File: src/rtl/mms_pkg.sv
// -----------------------------------------------------------------------------
// mms_pkg
// Shared types and widths for the MMS instruction-side translation blocks.
//   VPN_W / PPN_W  : Sv39 virtual / physical page number widths
//   ENTRIES        : ITLB depth, taken from `TLB_ENTRY_SIZE (default 32)
//   itlb_entry_t   : one ITLB data-store entry (tag, translation, ASID when
//                    ITLB_ASID_EN is defined)
//   itlb_fsm_e     : miss/refill controller states
// Optional macro: ITLB_ASID_EN adds an ASID field to every entry.
// -----------------------------------------------------------------------------
`ifndef TLB_ENTRY_SIZE
`define TLB_ENTRY_SIZE 32
`endif

package mms_pkg;

    localparam int VPN_W   = 27;
    localparam int PPN_W   = 44;
    localparam int ASID_W  = 16;
    localparam int ENTRIES = `TLB_ENTRY_SIZE;

    typedef struct packed {
        logic [VPN_W-1:0]  vpn;
        logic [PPN_W-1:0]  ppn;
`ifdef ITLB_ASID_EN
        logic [ASID_W-1:0] asid;
`endif
    } itlb_entry_t;

    typedef enum logic [1:0] {
        IDLE,
        REQ,
        PTW,
        WAIT
    } itlb_fsm_e;

endpackage

File: src/rtl/itlb_tag_cam.sv
// -----------------------------------------------------------------------------
// itlb_tag_cam
// Combinational fully-associative tag compare for the ITLB.
//   entries : stored entries (tag/ppn/asid)
//   valid   : per-entry valid bits
//   vpn     : lookup VPN
//   asid    : lookup ASID (only with ITLB_ASID_EN)
//   match   : per-entry match vector (one-hot or zero for a legal store)
//   ppn     : PPN of the matching entry, zero when nothing matches
// Optional macro: ITLB_ASID_EN makes a match also require an ASID match.
// -----------------------------------------------------------------------------
module itlb_tag_cam #(
    parameter int ENTRIES = mms_pkg::ENTRIES
) (
    input  mms_pkg::itlb_entry_t             entries [ENTRIES],
    input  logic [ENTRIES-1:0]               valid,
    input  logic [mms_pkg::VPN_W-1:0]        vpn,
`ifdef ITLB_ASID_EN
    input  logic [mms_pkg::ASID_W-1:0]       asid,
`endif
    output logic [ENTRIES-1:0]               match,
    output logic [mms_pkg::PPN_W-1:0]        ppn
);

    // NOTE: every output gets a default before the loop so no latch is inferred.
    always_comb begin
        match = '0;
        ppn   = '0;
        for (int i = 0; i < ENTRIES; i++) begin
`ifdef ITLB_ASID_EN
            match[i] = valid[i] && (entries[i].vpn == vpn) && (entries[i].asid == asid);
`else
            match[i] = valid[i] && (entries[i].vpn == vpn);
`endif
            // OR-mux is exact because the match vector is at most one-hot.
            if (match[i]) begin
                ppn = ppn | entries[i].ppn;
            end
        end
    end

endmodule

File: src/rtl/itlb_refill_ctrl.sv
// -----------------------------------------------------------------------------
// itlb_refill_ctrl
// 32-entry fully-associative ITLB data store with combinational lookup and a
// miss/refill FSM (IDLE -> REQ -> PTW -> WAIT -> IDLE) towards the PTW. It
// feeds the replacement-policy block (valid vector, one-hot hit, refill
// request/valid) and writes the victim that block returns, verbatim.
// Ports:
//   clk_i, rstn_i                 clock, async active-low reset
//   lkp_*                         IFU lookup request / hit / miss / ppn / pf
//   flush_i                       sfence.vma
//   entry_valid_o, rd_hit_o,
//   hit_vld_o, refill_rq_o,
//   refill_onehot_i, refill_vld_o replacement-policy interface
//   ptw_req_*, ptw_resp_*         page-table walker request / response
// Optional macro: ITLB_ASID_EN adds lkp_asid_i, flush_asid_i, flush_all_i;
// entries then carry an ASID and flush_i only hits matching ASIDs unless
// flush_all_i is set.
// -----------------------------------------------------------------------------
module itlb_refill_ctrl #(
    parameter int ENTRIES = `TLB_ENTRY_SIZE,
    parameter int VPN_W   = mms_pkg::VPN_W,
    parameter int PPN_W   = mms_pkg::PPN_W
) (
    input  logic               clk_i,
    input  logic               rstn_i,
    input  logic               lkp_vld_i,
    input  logic [VPN_W-1:0]   lkp_vpn_i,
`ifdef ITLB_ASID_EN
    input  logic [15:0]        lkp_asid_i,
    input  logic [15:0]        flush_asid_i,
    input  logic               flush_all_i,
`endif
    output logic               lkp_rdy_o,
    output logic               lkp_hit_o,
    output logic               lkp_miss_o,
    output logic [PPN_W-1:0]   lkp_ppn_o,
    output logic               lkp_pf_o,
    input  logic               flush_i,
    output logic [ENTRIES-1:0] entry_valid_o,
    output logic [ENTRIES-1:0] rd_hit_o,
    output logic               hit_vld_o,
    output logic               refill_rq_o,
    input  logic [ENTRIES-1:0] refill_onehot_i,
    output logic               refill_vld_o,
    output logic               ptw_req_vld_o,
    output logic [VPN_W-1:0]   ptw_req_vpn_o,
    input  logic               ptw_req_rdy_i,
    input  logic               ptw_resp_vld_i,
    input  logic [PPN_W-1:0]   ptw_resp_ppn_i,
    input  logic               ptw_resp_pf_i
);

    import mms_pkg::*;

    itlb_fsm_e          state_q, state_d;
    logic [ENTRIES-1:0] valid_q;
    itlb_entry_t        entries_q [ENTRIES];
    itlb_entry_t        new_entry;
    logic [VPN_W-1:0]   miss_vpn_q;
    logic               kill_q;
    logic               drain_q;
    logic [ENTRIES-1:0] match;
    logic [ENTRIES-1:0] flush_mask;
    logic [PPN_W-1:0]   hit_ppn;
    logic               lkp_ok;
`ifdef ITLB_ASID_EN
    logic [ASID_W-1:0]  miss_asid_q;
`endif

    itlb_tag_cam #(.ENTRIES(ENTRIES)) u_cam (
        .entries (entries_q),
        .valid   (valid_q),
        .vpn     (lkp_vpn_i),
`ifdef ITLB_ASID_EN
        .asid    (lkp_asid_i),
`endif
        .match   (match),
        .ppn     (hit_ppn)
    );

    // ---------------- lookup ----------------
    assign lkp_rdy_o     = (state_q == IDLE);
    assign lkp_ok        = lkp_vld_i && lkp_rdy_o && !flush_i;
    assign lkp_hit_o     = lkp_ok && (|match);
    assign lkp_miss_o    = lkp_ok && !(|match);
    assign lkp_ppn_o     = hit_ppn;
    assign rd_hit_o      = lkp_hit_o ? match : '0;
    assign hit_vld_o     = lkp_hit_o;
    assign entry_valid_o = valid_q;
    assign ptw_req_vpn_o = miss_vpn_q;

    // ---------------- FSM ----------------
    always_comb begin
        state_d       = state_q;
        refill_rq_o   = 1'b0;
        ptw_req_vld_o = 1'b0;
        refill_vld_o  = 1'b0;
        lkp_pf_o      = 1'b0;
        case (state_q)
            IDLE: if (lkp_miss_o) state_d = REQ;
            REQ: begin
                refill_rq_o = 1'b1;
                state_d     = PTW;
            end
            PTW: begin
                ptw_req_vld_o = 1'b1;
                if (ptw_req_rdy_i) state_d = WAIT;
            end
            WAIT: begin
                if (ptw_resp_vld_i) begin
                    state_d = IDLE;
                    // A flush seen during the walk (or right now) makes the
                    // translation stale: drop it without writing or faulting.
                    if (!(kill_q || flush_i)) begin
                        refill_vld_o = !ptw_resp_pf_i;
                        lkp_pf_o     = ptw_resp_pf_i;
                    end
                end
            end
            default: state_d = IDLE;
        endcase
    end

    // NOTE: sequential state is updated with non-blocking assignments only.
    always_ff @(posedge clk_i or negedge rstn_i) begin
        if (!rstn_i) begin
            state_q <= IDLE;
        end else begin
            state_q <= state_d;
        end
    end

    // Sticky kill: any flush while a miss is outstanding; cleared back in IDLE.
    always_ff @(posedge clk_i or negedge rstn_i) begin
        if (!rstn_i) begin
            kill_q <= 1'b0;
        end else if (state_q == IDLE) begin
            kill_q <= 1'b0;
        end else if (flush_i) begin
            kill_q <= 1'b1;
        end
    end

    always_ff @(posedge clk_i or negedge rstn_i) begin
        if (!rstn_i) begin
            miss_vpn_q  <= '0;
`ifdef ITLB_ASID_EN
            miss_asid_q <= '0;
`endif
        end else if (lkp_miss_o) begin
            miss_vpn_q  <= lkp_vpn_i;
`ifdef ITLB_ASID_EN
            miss_asid_q <= lkp_asid_i;
`endif
        end
    end

    // ---------------- data store ----------------
    always_comb begin
        flush_mask = '1;
`ifdef ITLB_ASID_EN
        if (!flush_all_i) begin
            for (int i = 0; i < ENTRIES; i++) begin
                flush_mask[i] = (entries_q[i].asid == flush_asid_i);
            end
        end
`endif
    end

    always_comb begin
        new_entry      = '0;
        new_entry.vpn  = miss_vpn_q;
        new_entry.ppn  = ptw_resp_ppn_i;
`ifdef ITLB_ASID_EN
        new_entry.asid = miss_asid_q;
`endif
    end

    // Flush wins over a same-cycle write.
    always_ff @(posedge clk_i or negedge rstn_i) begin
        if (!rstn_i) begin
            valid_q <= '0;
        end else if (flush_i) begin
            valid_q <= valid_q & ~flush_mask;
        end else if (refill_vld_o) begin
            valid_q <= valid_q | refill_onehot_i;
        end
    end

    // NOTE: tag/ppn storage is not reset; valid_q alone qualifies its contents.
    always_ff @(posedge clk_i) begin
        for (int i = 0; i < ENTRIES; i++) begin
            if (refill_vld_o && refill_onehot_i[i]) begin
                entries_q[i] <= new_entry;
            end
        end
    end

    // After reset a walk started before reset may still answer while we sit
    // in IDLE; that single stale response is expected and ignored.
    always_ff @(posedge clk_i or negedge rstn_i) begin
        if (!rstn_i) begin
            drain_q <= 1'b1;
        end else if (lkp_miss_o) begin
            drain_q <= 1'b0;
        end
    end

    a_hit_onehot: assert property (@(posedge clk_i) disable iff (!rstn_i)
        $onehot0(match));

    a_resp_in_wait: assert property (@(posedge clk_i) disable iff (!rstn_i)
        ptw_resp_vld_i |-> (state_q == WAIT) || (state_q == IDLE && drain_q));

endmodule

File: config.mk
export PLATFORM = sky130hd
export DESIGN_NAME = itlb_refill_ctrl
export DESIGN_NICKNAME = d
export VERILOG_FILES = /design/src/rtl/mms_pkg.sv /design/src/rtl/itlb_tag_cam.sv /design/src/rtl/itlb_refill_ctrl.sv
export SDC_FILE = /design/constraint.sdc
export NUM_CORES = 2
export LEC_CHECK = 0
export ABC_CLOCK_PERIOD_IN_PS = 3200
export CAP_MARGIN = 0
export CORE_MARGIN = 1.5
export CORE_UTILIZATION = 45
export DETAILED_ROUTE_END_ITERATION = 16
export PLACE_DENSITY_LB_ADDON = 0.2
export SLEW_MARGIN = 20
export SYNTH_ARGS = -nofsm -noshare
export SYNTH_HDL_FRONTEND = slang
export SYNTH_HIERARCHICAL = 1
export SYNTH_SLANG_ARGS = --single-unit
File: constraint.sdc
create_clock -name clk_i -period 3.2 [get_ports clk_i]
set_input_delay 0.32 -clock clk_i [delete_from_list [all_inputs] [get_ports clk_i]]
set_output_delay 0.32 -clock clk_i [all_outputs]
set_load 0.02 [all_outputs]
; ---- Word-level counts from Yosys, hierarchy flattened
; Index checks and enable logic that the tools add are counted.
[totals]
ff_bits = 2334
input_bits = 110
out_inout_bits = 143
[op_classes]
n_reduce_logical = 77
n_eq_ne = 38
mux = 49
n_bitwise = 32
[ops]
columns = op, n
row1 = $mux 44, 32
row2 = $or 44x44->44, 31
row3 = $eq 27x27->1, 32
row4 = $mux 32, 3
row5 = $logic_and 1x1->1, 68
row6 = $or 32x32->32, 1
row7 = $reduce_or 32->1, 1
row8 = $mux 1, 10
row9 = $pmux 2 s4, 1
row10 = $mux 2, 3
row11 = $eq 2x2->1 const B, 2
row12 = $ne 2x2->1 const B, 2
row13 = $reduce_bool 2->1, 2
row14 = $logic_not 1->1, 3
row15 = $reduce_and 3->1, 1
row16 = $eq 2x1->1 const B, 1
row17 = $logic_not 2->1, 1
row18 = $ne 2x1->1 const B, 1
row19 = $logic_or 1x1->1, 1

; ---- Depth between registers and ports, before layout
[logic_depth]
word_depth = 65
mapped_depth = 15

; ---- By module
; Netlist, hierarchy kept.
[modules_own_cells]
columns = module, n_inst, area_each_um2, seq_area_each_um2, cells_per_inst
row1 = itlb_refill_ctrl, 1, 71214.6, 69776.9, 2542
row2 = itlb_tag_cam, 1, 27139.8, 0.0, 3867

; ---- Least setup slack after synthesis
; OpenSTA, ideal clock, no wires.
[synth_timing]
path_kind = in2reg
from = input flush_i
to = register entries_q[213] (netlist bit), enable pin
stages = 6
path_slack_ns = -0.193
path_buffers = 3
arrival_ns = 2.956
cell_sequence = clkbuf_1 -> nor2_1 -> and4b_1 -> buf_2 -> clkbuf_1 -> and2_1
[synth_via]
elab_chain_len = 5
[synth_lines]
columns = element, line
row1 = start: declaration, itlb_refill_ctrl.sv:38  ; input logic flush_i,
row2 = $logic_or 1x1->1, itlb_refill_ctrl.sv:114  ; if (!(kill_q || flush_i)) begin
row3 = $mux 1, itlb_refill_ctrl.sv:114
row4 = $mux 1, itlb_refill_ctrl.sv:110  ; if (ptw_resp_vld_i) begin
row5 = $mux 1, itlb_refill_ctrl.sv:99  ; case (state_q)
row6 = $logic_and 1x1->1, itlb_refill_ctrl.sv:193  ; if (refill_vld_o && refill_onehot_i[i]) begin
row7 = end signal: indexed assignment, itlb_refill_ctrl.sv:194  ; entries_q[i] <= new_entry;
row8 = end: declaration, itlb_refill_ctrl.sv:57  ; itlb_entry_t entries_q [ENTRIES];
; Every way passes these cells.
; A chain may end at the register's enable or synchronous reset.

; ---- Worst setup path in the final report
[layout_timing]
from = register entries_q[1909] (netlist bit)
to = output lkp_ppn_o[1]
[layout_via]
elab_chain_len = 55
[layout_lines]
columns = element, line
row1 = $eq 27x27->1 (*), itlb_tag_cam.sv:33  ; match[i] = valid[i] && (entries[i].vpn == vpn);
row2 = $logic_and 1x1->1 (*), itlb_tag_cam.sv:33
row3 = $mux 44 (*), itlb_tag_cam.sv:36  ; if (match[i]) begin
row4 = $or 44x44->44, itlb_tag_cam.sv:37  ; ppn = ppn | entries[i].ppn;
row5 = $mux 44 (*), itlb_tag_cam.sv:36
row6 = $or 44x44->44, itlb_tag_cam.sv:37
row7 = $mux 44 (*), itlb_tag_cam.sv:36
row8 = $or 44x44->44, itlb_tag_cam.sv:37
row9 = [... 39 more ...], -
row10 = $or 44x44->44, itlb_tag_cam.sv:37
row11 = $mux 44 (*), itlb_tag_cam.sv:36
row12 = $or 44x44->44, itlb_tag_cam.sv:37
row13 = $mux 44 (*), itlb_tag_cam.sv:36
row14 = $or 44x44->44, itlb_tag_cam.sv:37
row15 = $mux 44 (*), itlb_tag_cam.sv:36
row16 = $or 44x44->44, itlb_tag_cam.sv:37
row17 = $mux 44 (*), itlb_tag_cam.sv:36
row18 = end: declaration, itlb_refill_ctrl.sv:36  ; output logic [PPN_W-1:0] lkp_ppn_o,
; Every way passes the cells marked *; elsewhere a longest branch is shown, timed or not.

==> impl.org <==
** Floorplanning
- Area of the placeable core :: 217200 µm²
- Floorplan die width :: 470.5 µm
- Die Area :: between 200000 and 250000 µm²
- Initial standard-cell utilization of the core :: 45.29%
- 253 I/O pins were placed.
- Die boundary height :: 470.5 µm
- After floorplanning, the core was divided into between 150 and 200 placement rows.

** Placement
- Once placement completed, the tool counted placed cells totaling 9736.
- At the end of routability-driven placement, the weighted congestion stood at 0.9151.
- HPWL after DPL :: 224.3 mm
- Buffers added on ports :: 252

** CTS
- Clock transition at the registers of the reported paths :: about 60 ps
- In this run, CTS created clock tree buffers numbering ~240.
- The clock passes through at most 3 buffers.
- Cell chosen for the clock root :: clkbuf_16
- Number of sinks on the clock net :: 2334
- TritonCTS built the clock tree.
- CTS built an H-tree with a depth of 4.
- The later pin in the worst-skew pair is clocked with a latency of 920 ps.

** Synth
- FFs w/ async S/R, synth :: 2.656%
- Total nets after synthesis :: about 6500
- In the synthesized netlist the dominant register cell turns out to be edfxtp_1.
- In this run, synthesis produced a sequential element count of ~2300.
- Yosys mapped the design onto 49 distinct sky130hd cell types.
- The cell count after synthesis came out at 6409.
- EDFF count, synth :: 2272
- A synthesized cell averages 15.35 µm².
- Yosys warning total :: 6
- Summed instance area of the synthesized netlist :: a little under 100000 µm²
- Sequential cells were found to cover 70.94% of the synthesized design area.

** Critical path
- Setup slack on the worst reg-to-reg path comes out at 10 ps.
- Worst reg2reg startpoint :: entries_q[990]
- Worst path required time :: 2880 ps
- The largest single stage delay on the critical path is between 500 and 600 ps.
- Maximum fanout along the worst path :: 44
- Cell breakdown of the critical path :: xnor2_1 > nand4_2 > nor4_4 > buf_4 > buf_6 > a41oi_2 > nand4_1 > or4_4 > buf_12 > buf_12
- The worst setup path is of the reg -> out kind.
- By instance count, the cell type seen most on the critical path is buf_12.
- For this design, the slowest cell found on the critical path is buf_6.
- Arrival time of the worst setup path :: 3780 ps
- The worst register-to-register path has a depth of 11.
- Crit Reg-Reg Endpoint :: ptw_req_vpn_o[2]
- STA classifies the critical path endpoint as a primary output.
- STA classifies the critical path startpoint as a flip-flop.

** Detailed routing
- After detailed routing, the number of vias per cell comes to around 6.6.
- In the routed design, unresolved DRC markers number 0.
- The detail route stage leaves a number of antenna-violating nets equal to 0.
- Initial DRC count :: 10030
- Iteration count of the initial detailed-routing pass :: 6
- Via Count :: 67890
- Summed over all layers, the routed wires come to 366.4 mm.
- Wire per inst :: 35.76 µm

** Worst hold path
- For hold timing, the worst endpoint is entry_valid_o[29].
- Worst Hold Launch :: refill_onehot_i[29]
- Worst min path class :: in -> reg
- Hold depth :: 3

** Power and ir drop
- IR analysis of the VDD net gives a maximum drop of slightly above 0.0009 V.
- Portion of total power attributed to combinational logic :: 11.4%
- Switching power :: approximately 19 mW
- Pint :: 52.75 mW
- Leakage dissipation :: 37.19 nW
- Switching share of power :: 26.10%
- Sequential fraction of design power :: 50.9%
- Power per unit of standard cell area :: around 600 nW/µm²
- The clock network burns 37.7% of the power.

** Global routing
- Entering global routing, the biggest net connects 66 pins.
- Overall fraction of global-route tracks in use :: between 30% and 40%
- The first global-routing pass estimated 503.2 mm of wire.
- Antenna violations before repair :: 16
- Vias in the first global route :: 64040
- Total congestion overflow :: 0

** STA
- The final hold violation count came to 0.
- Skew final :: approximately 68 ps
- Tightest Pin Transition :: 1025 ps
- The total count of max-transition violations in the final report came to 0.
- Max frequency :: 243.6 MHz
- The routed design could run at a clock period as short as 4105 ps.
- Final setup viols :: 79
- Final worst setup slack :: -904.6 ps
- The final critical path takes up 128.3% of the cycle.
- Headroom to the max-slew limit came out at 31.06%.
- Setup repair after global routing could not meet its margin everywhere.

** Cells and area
- Leaving out filler cells and counting taps, the final layout contains 10250.
- From synthesis to final layout, the design area changed by 21.23%.
- The filler cells instantiated in the layout total ~17000.
- At the end of the flow the core is filled with cells to 54.90%.
- Share of cells above drive strength 1 :: 22.02%
- The net count of the finished layout is 7305.

** Flow run
- Maxcap violations :: 0

** Status
- The run finished, with violations left.
- Violated checks :: setup timing
[sequential cells by signal, indices dropped and copies added (netlist names)]
signal	flops
entries_q	2272
state_q	2
entry_valid_o	32
kill_q	1
ptw_req_vpn_o	27
[worst max-delay path: cells and delay by family (launching register included)]
kind / cells / cell delay, ps
simple gates: 4 / 990
xor+xnor: 1 / 220
buf+inv: 4 / 960
flops: 1 / 380
compound gates: 1 / 270
[placed cells by master, fill, tap and decap left out, drive strengths merged, types with 4 or more instances in the layout]
cell           Yosys  final
and3             196    196
clkinv             1    113
xnor2            640    640
clkdlybuf4s50      0    140
nor3             176    176
or4               57     57
xor2             224    224
o32a             176    176
a21oi             33     33
mux2              27     27
bufinv             0     15
edfxtp          2272   2272
nor4              84     84
dlygate4sd3        0     21
a41oi            176    176
clkinvlp           0      5
and2              64     64
buf              394    913
diode              0      4
inv                4     14
nand3             11     11
nor2              65     65
nand2            361    361
clkbuf           143    299
dfrtp             62     62
nand4           1226   1226
ha                 4      4
[cell type report]
cell class | instances | area [µm²] | share of cell area [%]
clock inverters | 142 | 1245 | 1.044
clock buffers | 292 | 6156 | 5.163
well taps | 2854 | 3571 | 2.995
diodes | 4 | 10.01 | 0.008395
flip-flops and latches | 2334 | 69810 | 58.55
inverters | 5 | 26.28 | 0.02204
repair buffers | 1082 | 11840 | 9.931
multi-input cells | 3533 | 26570 | 22.28
[stage by stage]
| stage | cell area, µm² | setup TNS [ps] | total power, mW | hold WS, ps | worst slack [ps] |
|---|---|---|---|---|---|
| 6_report | 119200 | -62910 | 71.39 | 34.72 | -904.6 |
| 5_1_grt | 119200 | -65850 | 72.71 | 29.97 | -992.1 |
| 4_1_cts | 118200 | -70360 | 71.31 | 0.3551 | -933.2 |
| 3_5_place_dp | 109300 | -85380 | 44.81 | 502.4 | -1021 |
| 3_3_place_gp | 109300 | -84680 | 44.74 | 478.6 | -990.6 |
| 2_1_floorplan | 98410 | 0 | 39.69 | 24.41 | 16.02 |
[what timing repair did]
item                                    in CTS  in global routing
pin swaps                                   61                 81
buffers inserted                            16                 26
gates cloned                                 9                  9
endpoints found under the setup margin     106                107
hold endpoints to repair                   109                 96
resized for setup                          315                242
hold buffers                                18                  3
[layer usage]
layer	track usage [%]	routed length, µm	vias up
met5	0	21	-
met3	9.069	46050	797
met1	44.08	141100	35060
li1	-	-	27210
met4	13.57	17690	4
met2	48.13	161600	4823
[worst max path at each step]
stage | from | to | cells after the start
2_1_floorplan | lkp_vpn_i[26] | rd_hit_o[22] | 14
3_3_place_gp | lkp_vpn_i[8] | rd_hit_o[27] | 13
3_5_place_dp | lkp_vpn_i[8] | rd_hit_o[1] | 13
4_1_cts | entries_q[617] | lkp_ppn_o[19] | 10
5_1_grt | entries_q[617] | lkp_ppn_o[19] | 10
6_report | entries_q[1909] | lkp_ppn_o[1] | 10
[synthesized netlist by cell type, drive strengths merged (84+ instances only)]
cell / instances / area [µm²]
buf: 394 / 2899
a41oi: 176 / 1541
o32a: 176 / 1762
and3: 196 / 1226
xnor2: 640 / 5605
clkbuf: 143 / 540.5
edfxtp: 2272 / 68230
nor3: 176 / 885.9
xor2: 224 / 1962
nand2: 361 / 1375
nor4: 84 / 1239
nand4: 1226 / 7676
[kinds of logic (layout without fill, tap and decap cells)]
logic type,after synthesis,in the layout,share of synthesized area (%)
muxes,27,27,0.3816
and+or+nand+nor,2246,2246,13.82
xor gates and xnor gates,864,864,7.694
buffers and inverters,542,1521,3.521
DFF,2334,2334,70.94
other,0,4,0
adders and majority gates,4,4,0.05089
AOI/OAI and AO/OA,392,392,3.585
[power groups by stage]
| stage | sequential (mW) | clock [mW] | combinational, mW |
|---|---|---|---|
| after floorplan | 37.8 | 0 | 1.88 |
| after global placement | 37.0 | 0 | 7.77 |
| after detailed placement | 37.0 | 0 | 7.85 |
| after CTS | 36.3 | 27.1 | 7.90 |
| after global routing | 36.4 | 28.2 | 8.15 |
| final | 36.3 | 26.9 | 8.12 |
(Power assumes the default switching activity.)
